--- config.mk ---
export PLATFORM = sky130hd
export DESIGN_NAME = pixel_fetch_engine
export DESIGN_NICKNAME = d
export VERILOG_FILES = /design/src/rtl/pixel_fetch_engine.sv
export SDC_FILE = /design/constraint.sdc
export NUM_CORES = 1
export LEC_CHECK = 0
export CAP_MARGIN = 10
export CORE_ASPECT_RATIO = 1.4
export CORE_MARGIN = 5
export CORE_UTILIZATION = 60
export DETAILED_ROUTE_END_ITERATION = 7
export PLACE_DENSITY = 0.78
export SETUP_SLACK_MARGIN = 0.1
export SKIP_CTS_REPAIR_TIMING = 1
export SYNTH_ARGS = -nofsm -noshare
export SYNTH_HDL_FRONTEND = slang
export SYNTH_SLANG_ARGS = --single-unit
--- constraint.sdc ---
create_clock -name clk -period 4.5 [get_ports clk]
set_input_delay 0.45 -clock clk [delete_from_list [all_inputs] [get_ports clk]]
set_output_delay 0.45 -clock clk [all_outputs]
set_load 0.01 [all_outputs]
--- src/rtl/pixel_fetch_engine.sv ---
`default_nettype none
// +--------------------------------------------------------------------------+
// | pixel_fetch_engine                                                       |
// | Streams RGB444 framebuffer pixels into a show-ahead FIFO for the VGA      |
// | refresh engine. Optional macro FETCH_UNDERFLOW_CNT_EN adds                |
// | underflow_count and a magenta starvation pixel.                           |
// | Revision: 1.0                                                            |
// +--------------------------------------------------------------------------+
module pixel_fetch_engine #(
  parameter int H_RES      = 640,
  parameter int V_RES      = 480,
  parameter int ADDR_W     = 19,
  parameter int BASE_ADDR  = 0,
  parameter int FIFO_DEPTH = 16
) (
  input  logic              clk,
  input  logic              rst_,
  input  logic              en_fetching,
  input  logic              active_video,
  output logic              mem_req,
  output logic [ADDR_W-1:0] mem_addr,
  input  logic              mem_ack,
  input  logic              mem_rd_valid,
  input  logic [11:0]       mem_rd_data,
  output logic [11:0]       current_pixel,
  output logic              underflow,
`ifdef FETCH_UNDERFLOW_CNT_EN
  output logic [15:0]       underflow_count,
`endif
  output logic              frame_done
);

  localparam int C_PTR_W = $clog2(FIFO_DEPTH);
  localparam int C_CNT_W = C_PTR_W + 1;
  localparam logic [ADDR_W:0]   C_TOTAL = (ADDR_W+1)'(H_RES * V_RES);
  localparam logic [ADDR_W-1:0] C_BASE  = ADDR_W'(BASE_ADDR);
`ifdef FETCH_UNDERFLOW_CNT_EN
  localparam logic [11:0] C_UF_PIX = 12'hF0F;
`else
  localparam logic [11:0] C_UF_PIX = 12'h000;
`endif

  typedef enum logic [1:0] {
    S_IDLE  = 2'd0,
    S_FETCH = 2'd1,
    S_DONE  = 2'd2,
    S_FLUSH = 2'd3
  } state_t;

  state_t              r_state, w_state_nxt;
  logic [11:0]         r_fifo [FIFO_DEPTH];
  logic [C_PTR_W-1:0]  r_wptr, r_rptr;
  logic [C_CNT_W-1:0]  r_count, r_outst, w_count_nxt, w_outst_nxt;
  logic [ADDR_W-1:0]   r_addr, r_req_cnt;
  logic [ADDR_W:0]     w_req_cnt_nxt;
  logic                r_req, w_req_nxt, r_uflow, r_done;
  logic                w_restart, w_ack, w_rd_take, w_push, w_pop, w_uf_evt, w_credit;

  always_comb begin
    w_restart = !en_fetching && (r_state != S_IDLE);
    w_ack     = r_req && mem_ack;
    // Returns are only consumed against a live outstanding credit.
    w_rd_take = mem_rd_valid && (r_state != S_IDLE) && (r_outst != '0);
    w_push    = w_rd_take && ((r_state == S_FETCH) || (r_state == S_DONE)) && !w_restart;
    w_pop     = active_video && (r_count != '0);
    w_uf_evt  = active_video && (r_count == '0);

    w_count_nxt   = w_restart ? '0 : r_count + C_CNT_W'(w_push) - C_CNT_W'(w_pop);
    w_outst_nxt   = r_outst + C_CNT_W'(w_ack) - C_CNT_W'(w_rd_take);
    w_req_cnt_nxt = w_restart ? '0 : {1'b0, r_req_cnt} + (ADDR_W+1)'(w_ack);
    w_credit      = ({1'b0, w_count_nxt} + {1'b0, w_outst_nxt}) < (C_CNT_W+1)'(FIFO_DEPTH);

    w_state_nxt = r_state;
    case (r_state)
      S_IDLE:  if (en_fetching) w_state_nxt = S_FETCH;
      S_FETCH: begin
        if (w_restart) w_state_nxt = S_FLUSH;
        else if (w_req_cnt_nxt == C_TOTAL) w_state_nxt = S_DONE;
      end
      S_DONE:  if (w_restart) w_state_nxt = S_FLUSH;
      S_FLUSH: if (r_outst == '0) w_state_nxt = S_IDLE;
      default: w_state_nxt = S_IDLE;
    endcase

    // A pending request is held until acked; a new one needs credit.
    w_req_nxt = (w_state_nxt == S_FETCH) &&
                ((r_req && !mem_ack) || (w_credit && (w_req_cnt_nxt < C_TOTAL)));
  end

  always_ff @(posedge clk) begin
    if (!rst_) begin
      r_state   <= S_IDLE;
      r_req     <= 1'b0;
      r_addr    <= C_BASE;
      r_req_cnt <= '0;
      r_count   <= '0;
      r_outst   <= '0;
      r_wptr    <= '0;
      r_rptr    <= '0;
      r_uflow   <= 1'b0;
      r_done    <= 1'b0;
    end else begin
      r_state <= w_state_nxt;
      r_req   <= w_req_nxt;
      r_count <= w_count_nxt;
      r_outst <= w_outst_nxt;
      if (w_restart) begin
        r_addr    <= C_BASE;
        r_req_cnt <= '0;
        r_wptr    <= '0;
        r_rptr    <= '0;
        r_uflow   <= 1'b0;
        r_done    <= 1'b0;
      end else begin
        if (w_ack) begin
          r_addr    <= r_addr + ADDR_W'(1);
          r_req_cnt <= w_req_cnt_nxt[ADDR_W-1:0];
        end
        if (w_push)   r_wptr  <= r_wptr + C_PTR_W'(1);
        if (w_pop)    r_rptr  <= r_rptr + C_PTR_W'(1);
        if (w_uf_evt) r_uflow <= 1'b1;
        if ((r_state == S_FETCH) && (w_state_nxt == S_DONE)) r_done <= 1'b1;
      end
    end
  end

  always_ff @(posedge clk) begin
    if (w_push) r_fifo[r_wptr] <= mem_rd_data;
  end

`ifdef FETCH_UNDERFLOW_CNT_EN
  logic [15:0] r_uf_cnt;
  always_ff @(posedge clk) begin
    if (!rst_ || w_restart) r_uf_cnt <= '0;
    else if (w_uf_evt && (r_uf_cnt != 16'hFFFF)) r_uf_cnt <= r_uf_cnt + 16'd1;
  end
  assign underflow_count = r_uf_cnt;
`endif

  assign mem_req       = r_req;
  assign mem_addr      = r_addr;
  assign underflow     = r_uflow;
  assign frame_done    = r_done;
  assign current_pixel = (r_count != '0) ? r_fifo[r_rptr] : (active_video ? C_UF_PIX : 12'h000);

endmodule
`default_nettype wire
Word-level counts from Yosys, hierarchy flattened. Memories as Yosys holds them, arrays and structs flattened. A register that Yosys moved wholly into a read port is not among the register bits. Index checks and enable logic that the tools add are counted. Widths: inputs -> output; s select.

Register bits: 61. Memory bits (writable): 192. Input port bits: 18. Output and inout port bits: 34. Word-level logic and storage cells: 66. Memories kept: 1.

$add $sub $neg: 9. $lt $le $gt $ge: 2. Eq/ne operators: 6. Multiplexer cells: 13. Bitwise operators: 1. Reductions and logical operators: 24.

Memory list: r_fifo (depth 16, bits a word 12, read ports 1, clocked after Yosys merged registers in 1, wr ports 1, line 51) `logic [11:0] r_fifo [FIFO_DEPTH];`.

Operator list (number): $add 19x1->20 (1); $eq 20x19->1 const B (1); $lt 20x19->1 const B (1); $mux 20 (1); $add 19x1->19 const B (1); $logic_and 1x1->1 (12); $mux 12 (1); $add 5x1->5 (2); $logic_not 5->1 (2); $mux 2 (5); $reduce_bool 5->1 (2); $sub 5x1->5 (2); $add 4x1->4 const B (2); $mux 4 (2); $pmux 2 s4 (1); $add 5x5->6 (1); $eq 2x2->1 const B (3); $lt 6x5->1 const B (1); $mux 5 (1); $eq 2x1->1 const B (2); $logic_not 1->1 (3); $logic_not 2->1 (1); $logic_or 1x1->1 (2); $mux 1 (2); other kinds (3) (3).

Logic depth before layout (Yosys ltp). Gate-level depths: netlist of the first run.

Depth after elaboration: 13. Mapped depth: 21. Gate-level depth less buffers: 20.

Worst setup path before layout of the first run. OpenSTA, ideal clock, no wires.

Path type: register to register. From: register r_state[0]. To: register r_req (netlist: mem_req). Arrival time: 3787 ps. Data required time: 4440 ps. Path slack: 652 ps. Stages on the path, launching flop included: 22. Buffers on the path: 2. Clock period less this slack: 3848 ps. Cells stage by stage: dfxtp_1 > inv_1 > ha_1 > buf_2 > nor3b_1 > and3_1 > clkbuf_1 > inv_1 > ha_1 > inv_1 > ha_1 > fa_1 > a21oi_1 > nor2_1 > nor2_1 > xnor2_1 > nor2_1 > ha_1 > nor3_1 > nand3_1 > o32ai_1 > and3_1.

Word-level cells in the longest chain between the ends: 13.

RTL lines: from (decl) (line 50) `state_t r_state, w_state_nxt;`; from (signal assigned) (line 103) `r_state <= w_state_nxt;`; $reduce_bool 2->1 (line 60, 63); $logic_and 1x1->1 (2 in series) (line 63) `w_rd_take = mem_rd_valid && (r_state != S_IDLE) && (r_outst != '0);`; $logic_and 1x1->1 (2 in series) (line 64) `w_push = w_rd_take && ((r_state == S_FETCH) || (r_state == S_DONE)) && !w_restart;`; $add 5x1->5 (line 68) `w_count_nxt = w_restart ? '0 : r_count + C_CNT_W'(w_push) - C_CNT_W'(w_pop);`; $sub 5x1->5 (line 68); $mux 5 (*) (line 68); via w_count_nxt[4] (line 53) `logic [C_CNT_W-1:0] r_count, r_outst, w_count_nxt, w_outst_nxt;`; $add 5x5->6 (*) (line 71) `w_credit = ({1'b0, w_count_nxt} + {1'b0, w_outst_nxt}) < (C_CNT_W+1)'(FIFO_DEPTH);`; $lt 6x5->1 (*) (line 71); $logic_and 1x1->1 (*) (line 87) `((r_req && !mem_ack) || (w_credit && (w_req_cnt_nxt < C_TOTAL)));`; $logic_or 1x1->1 (*) (line 87); $logic_and 1x1->1 (*) (line 86) `w_req_nxt = (w_state_nxt == S_FETCH) &&`; to (signal assigned) (line 104) `r_req <= w_req_nxt;`; to (decl) (line 56) `logic r_req, w_req_nxt, r_uflow, r_done;`.

The timed path passes the listed nets; every way through them passes the cells marked *. A chain may end at the register's enable or synchronous reset.

Worst setup path in the final report of the first run.
From: register r_state[1]. To: register r_req (netlist: mem_req).

The elaborated chain is that of the path after synthesis.

==> impl_metrics.env, run 1 <==
export IMPL_slew_limit_headroom_pct=24.9
export IMPL_start_util_pct=60.9
export IMPL_slowest_delay_ns=0.41
export IMPL_crit_fanout=8
export IMPL_outcome="finished, final reports clean"
export IMPL_grt_max_degree=52
export IMPL_timing_worst_setup_path_type="reg2reg"
export IMPL_period_minus_slack_ns=3.99
export IMPL_synth_ff_type="edfxtp_1"
export IMPL_pin_count=52
export IMPL_clk_latency_ns=0.52
export IMPL_seqPwrFrac_pct=42.6
export IMPL_power_leakage_nw=4.12
export IMPL_synth_edf_count=192
export IMPL_ant_nets=0
export IMPL_cp_arrival_ns=4.45
export IMPL_finalSetupTns_ns=0
export IMPL_finish_utilization_pct=70.1
export IMPL_comb_power_share_pct=26.3
export IMPL_grt_pass1_vias=6495
export IMPL_rows=58
export IMPL_grt_usage_pct=22.6
export IMPL_maxSlewViolCount=0
export IMPL_htree_num_levels=1
export IMPL_grt_overflow=0
export IMPL_netlist_area_mm2=0.0109
export IMPL_num_vias=6147
export IMPL_rsz0062_at_grt="false"
export IMPL_hold_ws_ns=0.471
export IMPL_final_cell_mix="edfxtp_1 (192), nor2_1 (67), dfxtp_1 (63), mux4_2 (60), clkdlybuf4s50_1 (51)"
export IMPL_core_mm2=0.0179
export IMPL_critical_path_cell_chain="inv_1 > ha_1 > nor3b_2 > and3_1 > inv_1 > ha_1 > inv_1 > ha_1 > fa_1 > a21oi_1 > nor2_1 > nor2_1 > xnor2_1 > nor2_1 > ha_1 > nor3_1 > nand3_1 > o32ai_1 > and3_1"
export IMPL_worst_pin_slew_ns=1.13
export IMPL_layout_nets=823
export IMPL_path_clk_slew_ns=0.07
export IMPL_drt_pass1_iterations=5
export IMPL_dieHeight_um=170
export IMPL_cts_root_buffer="clkbuf_16"
export IMPL_cts_sinks=257
export IMPL_synth_cells=717
export IMPL_power_density_mw_per_mm2=518
export IMPL_ir_drop_mv=0.412
export IMPL_drtIter0Drc=409
export IMPL_internal_power_w=0.00469
export IMPL_via_per_inst=5.95
export IMPL_finalSetupViolCount=0
export IMPL_crit_path_end_kind="flop"
export IMPL_worst_path_buf_inv=3
export IMPL_ys_ff_latch=257
export IMPL_fmax_ghz=0.250
export IMPL_wl_um=23000
export IMPL_syn_num_nets=765
export IMPL_hpwl_um=14300
export IMPL_synth_avg_cell_area_um2=15.2
export IMPL_fp_dieW_um=124
export IMPL_layout_drive_gt1_share_pct=18.2
export IMPL_route_detailed_drc=0
export IMPL_gp_congestion=0.814
export IMPL_io_buffers=51
export IMPL_antenna_found_initial=0
export IMPL_yosysSeqAreaShare_pct=64.7
export IMPL_die_area_mm2=0.0210
export IMPL_p_clk_share_pct=31.1
export IMPL_area_growth_syn_to_layout_pct=15.1
export IMPL_wl_per_cell_um=22.3
export IMPL_finalCritPeriodShare_pct=88.8
export IMPL_cap_violations=0
export IMPL_cts_buffers_inserted=24
export IMPL_power_switching_w=0.00182
export IMPL_synthArstFlopShare_pct=0
export IMPL_final_common_cell="edfxtp_1"
export IMPL_grt_pass1_wl_um=35600
export IMPL_skew_ns=0.0206
export IMPL_yosysUniqueCellTypes=56
export IMPL_power_total_w=0.00651
export IMPL_sw_frac_of_total_pct=27.9
export IMPL_worstPathRequired_ns=4.95
export IMPL_yosysWarnings=0
export IMPL_timing_hold_violations_final=0
export IMPL_hp_class="reg2reg"
export IMPL_crit_family="adder cells"
export IMPL_cp_slowest_cell="dfxtp_1"
export IMPL_antenna_cells=0
export IMPL_cts_buffer_depth=3
export IMPL_cp_start_kind="flop"
export IMPL_cts_tree="yes"
export IMPL_cp_common_cell="ha_1"
-- cells by family after synthesis --
group | count (synthesis) | share of synthesized area, %
AOI/OAI and AO/OA | 46 | 2.93
xor gates and xnor gates | 54 | 4.33
adders and majority gates | 30 | 3.58
buffers and inverters | 60 | 2.28
DFF | 257 | 64.7
muxes | 62 | 12.6
and+or+nand+nor | 208 | 9.59
-- through the flow --
step	setup WS (ns)	std cells	cell area [um2]
floorplan	0.652	717	10900
global placement	0.543	989	11800
detailed placement	0.403	989	11800
CTS	0.456	1033	12600
global route	0.143	1033	12600
finish	0.505	1033	12600
-- per-layer routing --
layer | vias up | GRT usage (%) | wire length, um
li1 | 2815 | - | -
met1 | 3144 | 26.4 | 8510
met2 | 152 | 42.5 | 13000
met3 | 36 | 3.27 | 886
met4 | 0 | 6.63 | 580
met5 | - | 0 | 0
-- layout make-up --
class	instances	area [um2]
flip-flops and latches	257	7070
multi-input cells	400	3660
inverters	24	90.1
well taps	240	300
clock inverters	14	164
fillers	1204	5360
clock buffers	30	633
repair buffers	68	638
-- worst paths after layout --
kind	from	endpoint	slack, ns	cells past startpoint
hold reg to reg	r_req_cnt[0]	r_req_cnt[0]	0.47	2
setup reg to reg	r_state[1]	mem_req	0.51	19
setup / recovery	r_state[1]	mem_req	0.51	19
hold / removal	r_req_cnt[0]	r_req_cnt[0]	0.47	2
-- synthesized netlist by cell type (2+ instances only) --
| library cell | n | area share [%] |
|---|---|---|
| edfxtp_1 | 192 | 53 |
| nor2_1 | 75 | 2.6 |
| dfxtp_1 | 65 | 12 |
| mux4_2 | 60 | 12 |
| xor2_1 | 37 | 3.0 |
| nand2_1 | 29 | 1.0 |
| ha_1 | 28 | 3.2 |
| inv_1 | 23 | 0.79 |
| clkbuf_1 | 21 | 0.72 |
| nand3_1 | 20 | 0.92 |
| a21oi_1 | 19 | 0.87 |
| xnor2_1 | 17 | 1.4 |
| nor2b_1 | 15 | 0.86 |
| nor3_1 | 15 | 0.69 |
| nand4_1 | 12 | 0.69 |
| and2_1 | 9 | 0.52 |
| and3_1 | 9 | 0.52 |
| buf_2 | 6 | 0.28 |
| o21ai_0 | 5 | 0.23 |
| and4_1 | 4 | 0.32 |
| buf_1 | 4 | 0.14 |
| buf_4 | 4 | 0.28 |
| nand2b_1 | 3 | 0.17 |
| or3_1 | 3 | 0.17 |
| a21o_1 | 2 | 0.14 |
| a311oi_1 | 2 | 0.16 |
| a32oi_1 | 2 | 0.16 |
| fa_1 | 2 | 0.37 |
| mux2i_1 | 2 | 0.18 |
| nor3b_1 | 2 | 0.14 |
| nor4_1 | 2 | 0.11 |
| nor4b_1 | 2 | 0.16 |
| o211ai_1 | 2 | 0.14 |
| o41ai_2 | 2 | 0.30 |
-- worst min-delay path: stages, from the launching register on --
cell and delay (ns):
dfxtp_1 0.32, nand2_1 0.05, a21oi_1 0.05
-- sequential cells by signal (all words and copies together) (netlist names), named ones only --
register    cells
r_wptr          4
r_fifo        192
r_count         5
r_rptr          4
underflow       1
r_state         2
frame_done      1
r_req_cnt      19
r_outst         5
mem_req         1
mem_addr       19
-- power by group through the flow --
stage | clock network (W) | logic (W) | registers, W
floorplan | 0 | 0.00124 | 0.00271
global placement | 0 | 0.00163 | 0.00282
detailed placement | 0 | 0.00170 | 0.00283
CTS | 0.00205 | 0.00173 | 0.00278
global route | 0.00216 | 0.00190 | 0.00279
finish | 0.00202 | 0.00171 | 0.00277
Note: power is estimated with default switching activity, not from simulation.
==> run 2: changes to the inputs <==
- TNS_END_PERCENT: unset -> 10
==> results of run 2 <==
Final layout, timing and power as in run 1 (identical DEF).
==> run 3: changes to the inputs <==
- PLACE_DENSITY: 0.78 -> 0.91
==> impl_metrics.env, run 3 (same netlist as run 1, synthesis figures left out) <==
export IMPL_power_leakage_nw=4.11
export IMPL_num_vias=6320
export IMPL_critical_path_cell_chain="inv_1 > ha_1 > nor3b_1 > and3_1 > inv_1 > ha_1 > inv_1 > ha_1 > fa_1 > a21oi_1 > nor2_1 > nor2_1 > xnor2_1 > nor2_1 > ha_1 > nor3_1 > nand3_1 > o32ai_1 > and3_1"
export IMPL_finish_instance_area_mm2=0.0125
export IMPL_crit_family="adder cells"
export IMPL_start_util_pct=60.9
export IMPL_power_switching_w=0.00184
export IMPL_cts_tree="yes"
export IMPL_hp_class="reg2reg"
export IMPL_slowest_delay_ns=0.43
export IMPL_die_area_mm2=0.0210
export IMPL_worstPathRequired_ns=4.96
export IMPL_cts_buffers_inserted=24
export IMPL_finalSetupTns_ns=0
export IMPL_worst_pin_slew_ns=1.05
export IMPL_grt_usage_pct=23.2
export IMPL_place_inst=991
export IMPL_layout_drive_gt1_share_pct=17.6
export IMPL_hold_ws_ns=0.473
export IMPL_ir_drop_mv=0.463
export IMPL_drt_pass1_iterations=5
export IMPL_cp_common_cell="ha_1"
export IMPL_internal_power_w=0.00457
export IMPL_gp_congestion=0.803
export IMPL_final_common_cell="edfxtp_1"
export IMPL_final_cell_mix="edfxtp_1 (192), nor2_1 (72), dfxtp_1 (63), mux4_2 (60), clkdlybuf4s50_1 (51)"
export IMPL_maxSlewViolCount=0
export IMPL_seqPwrFrac_pct=41.8
export IMPL_cp_arrival_ns=4.58
export IMPL_fmax_ghz=0.242
export IMPL_worst_path_buf_inv=3
export IMPL_cp_slowest_cell="fa_1"
export IMPL_comb_power_share_pct=28.3
export IMPL_wl_um=24000
export IMPL_crit_fanout=8
export IMPL_wl_per_cell_um=23.3
export IMPL_io_buffers=51
export IMPL_rsz0062_at_grt="false"
export IMPL_post_layout_nonfiller_instances=1032
export IMPL_timing_hold_violations_final=0
export IMPL_finalSetupViolCount=0
export IMPL_clk_latency_ns=0.52
export IMPL_antenna_cells=0
export IMPL_ant_nets=0
export IMPL_slew_limit_headroom_pct=30.0
export IMPL_hpwl_um=14800
export IMPL_grt_pass1_wl_um=36200
export IMPL_htree_num_levels=1
export IMPL_via_per_inst=6.12
export IMPL_core_mm2=0.0179
export IMPL_largest_reg_flops=192
export IMPL_layout_nets=825
export IMPL_finish_utilization_pct=69.8
export IMPL_area_growth_syn_to_layout_pct=14.6
export IMPL_rows=58
export IMPL_p_clk_share_pct=29.9
export IMPL_skew_ns=0.00690
export IMPL_cts_buffer_depth=3
export IMPL_pin_count=52
export IMPL_grt_overflow=0
export IMPL_route_detailed_drc=0
export IMPL_grt_max_degree=52
export IMPL_fp_dieW_um=124
export IMPL_cap_violations=0
export IMPL_path_clk_slew_ns=0.06
export IMPL_antenna_found_initial=0
export IMPL_cts_sinks=257
export IMPL_outcome="finished, final reports clean"
export IMPL_period_minus_slack_ns=4.12
export IMPL_crit_path_end_kind="flop"
export IMPL_finalCritPeriodShare_pct=91.7
export IMPL_dieHeight_um=170
export IMPL_grt_pass1_vias=6513
export IMPL_timing_worst_setup_path_type="reg2reg"
export IMPL_place_area_mm2=0.0118
export IMPL_power_density_mw_per_mm2=513
export IMPL_cp_start_kind="flop"
export IMPL_drtIter0Drc=538
export IMPL_sw_frac_of_total_pct=28.7
export IMPL_max_flop_register="r_fifo"
export IMPL_cts_root_buffer="clkbuf_16"
-- run 3: changes by cell type in the layout (fill, tap and decap cells not counted), moves of 2 or more --
cell	delta
clkinvlp_2	-2
clkbuf_1	-4
clkinv_1	+2
nor2_2	-5
nor2_1	+5
clkinvlp_4	+3
bufinv_16	-2
-- run 3: cell type report --
| class | count | area, um2 |
|---|---|---|
| multi-input cells | 400 | 3650 |
| fillers | 1130 | 5410 |
| flip-flops and latches | 257 | 7070 |
| repair buffers | 70 | 666 |
| well taps | 240 | 300 |
| clock inverters | 15 | 113 |
| inverters | 24 | 90.1 |
| clock buffers | 26 | 629 |
-- run 3: worst reg2reg max path, stage by stage (launching register included) --
cell and delay (ns):
dfxtp_1 0.40, inv_1 0.10, ha_1 0.33, nor3b_1 0.29, and3_1 0.21, inv_1 0.05, ha_1 0.27, inv_1 0.04
ha_1 0.21, fa_1 0.43, a21oi_1 0.17, nor2_1 0.06, nor2_1 0.11, xnor2_1 0.15, nor2_1 0.08, ha_1 0.35
nor3_1 0.20, nand3_1 0.13, o32ai_1 0.30, and3_1 0.19
-- run 3: final timing paths --
path                                   start            to  slack, ns  cells past startpoint
worst max-delay path              r_state[0]       mem_req       0.38                     19
worst min-delay path            r_req_cnt[0]  r_req_cnt[0]       0.47                      2
worst max register to register    r_state[0]       mem_req       0.38                     19
worst min register to register  r_req_cnt[0]  r_req_cnt[0]       0.47                      2
-- run 3: routing by layer --
metal	track usage, %	vias to the layer above	share of wire, %
met4	8.44	0	3.9
met3	3.60	71	5.8
met2	42.9	266	56
li1	-	2811	-
met1	26.8	3172	34
met5	0	-	0
-- run 3: stage by stage --
step / power, W / worst slack [ns]
after floorplan: 0.00396 / 0.652
after global placement: 0.00443 / 0.560
after detailed placement: 0.00451 / 0.424
after CTS: 0.00645 / 0.415
after global routing: 0.00670 / 0.172
final: 0.00642 / 0.376
-- run 3: power groups by stage --
stage	clock (W)	sequential (W)	combinational (W)
final	0.00192	0.00268	0.00182
after CTS	0.00194	0.00268	0.00183
after detailed placement	0	0.00273	0.00178
after floorplan	0	0.00271	0.00124
after global placement	0	0.00272	0.00170
after global routing	0.00205	0.00268	0.00196
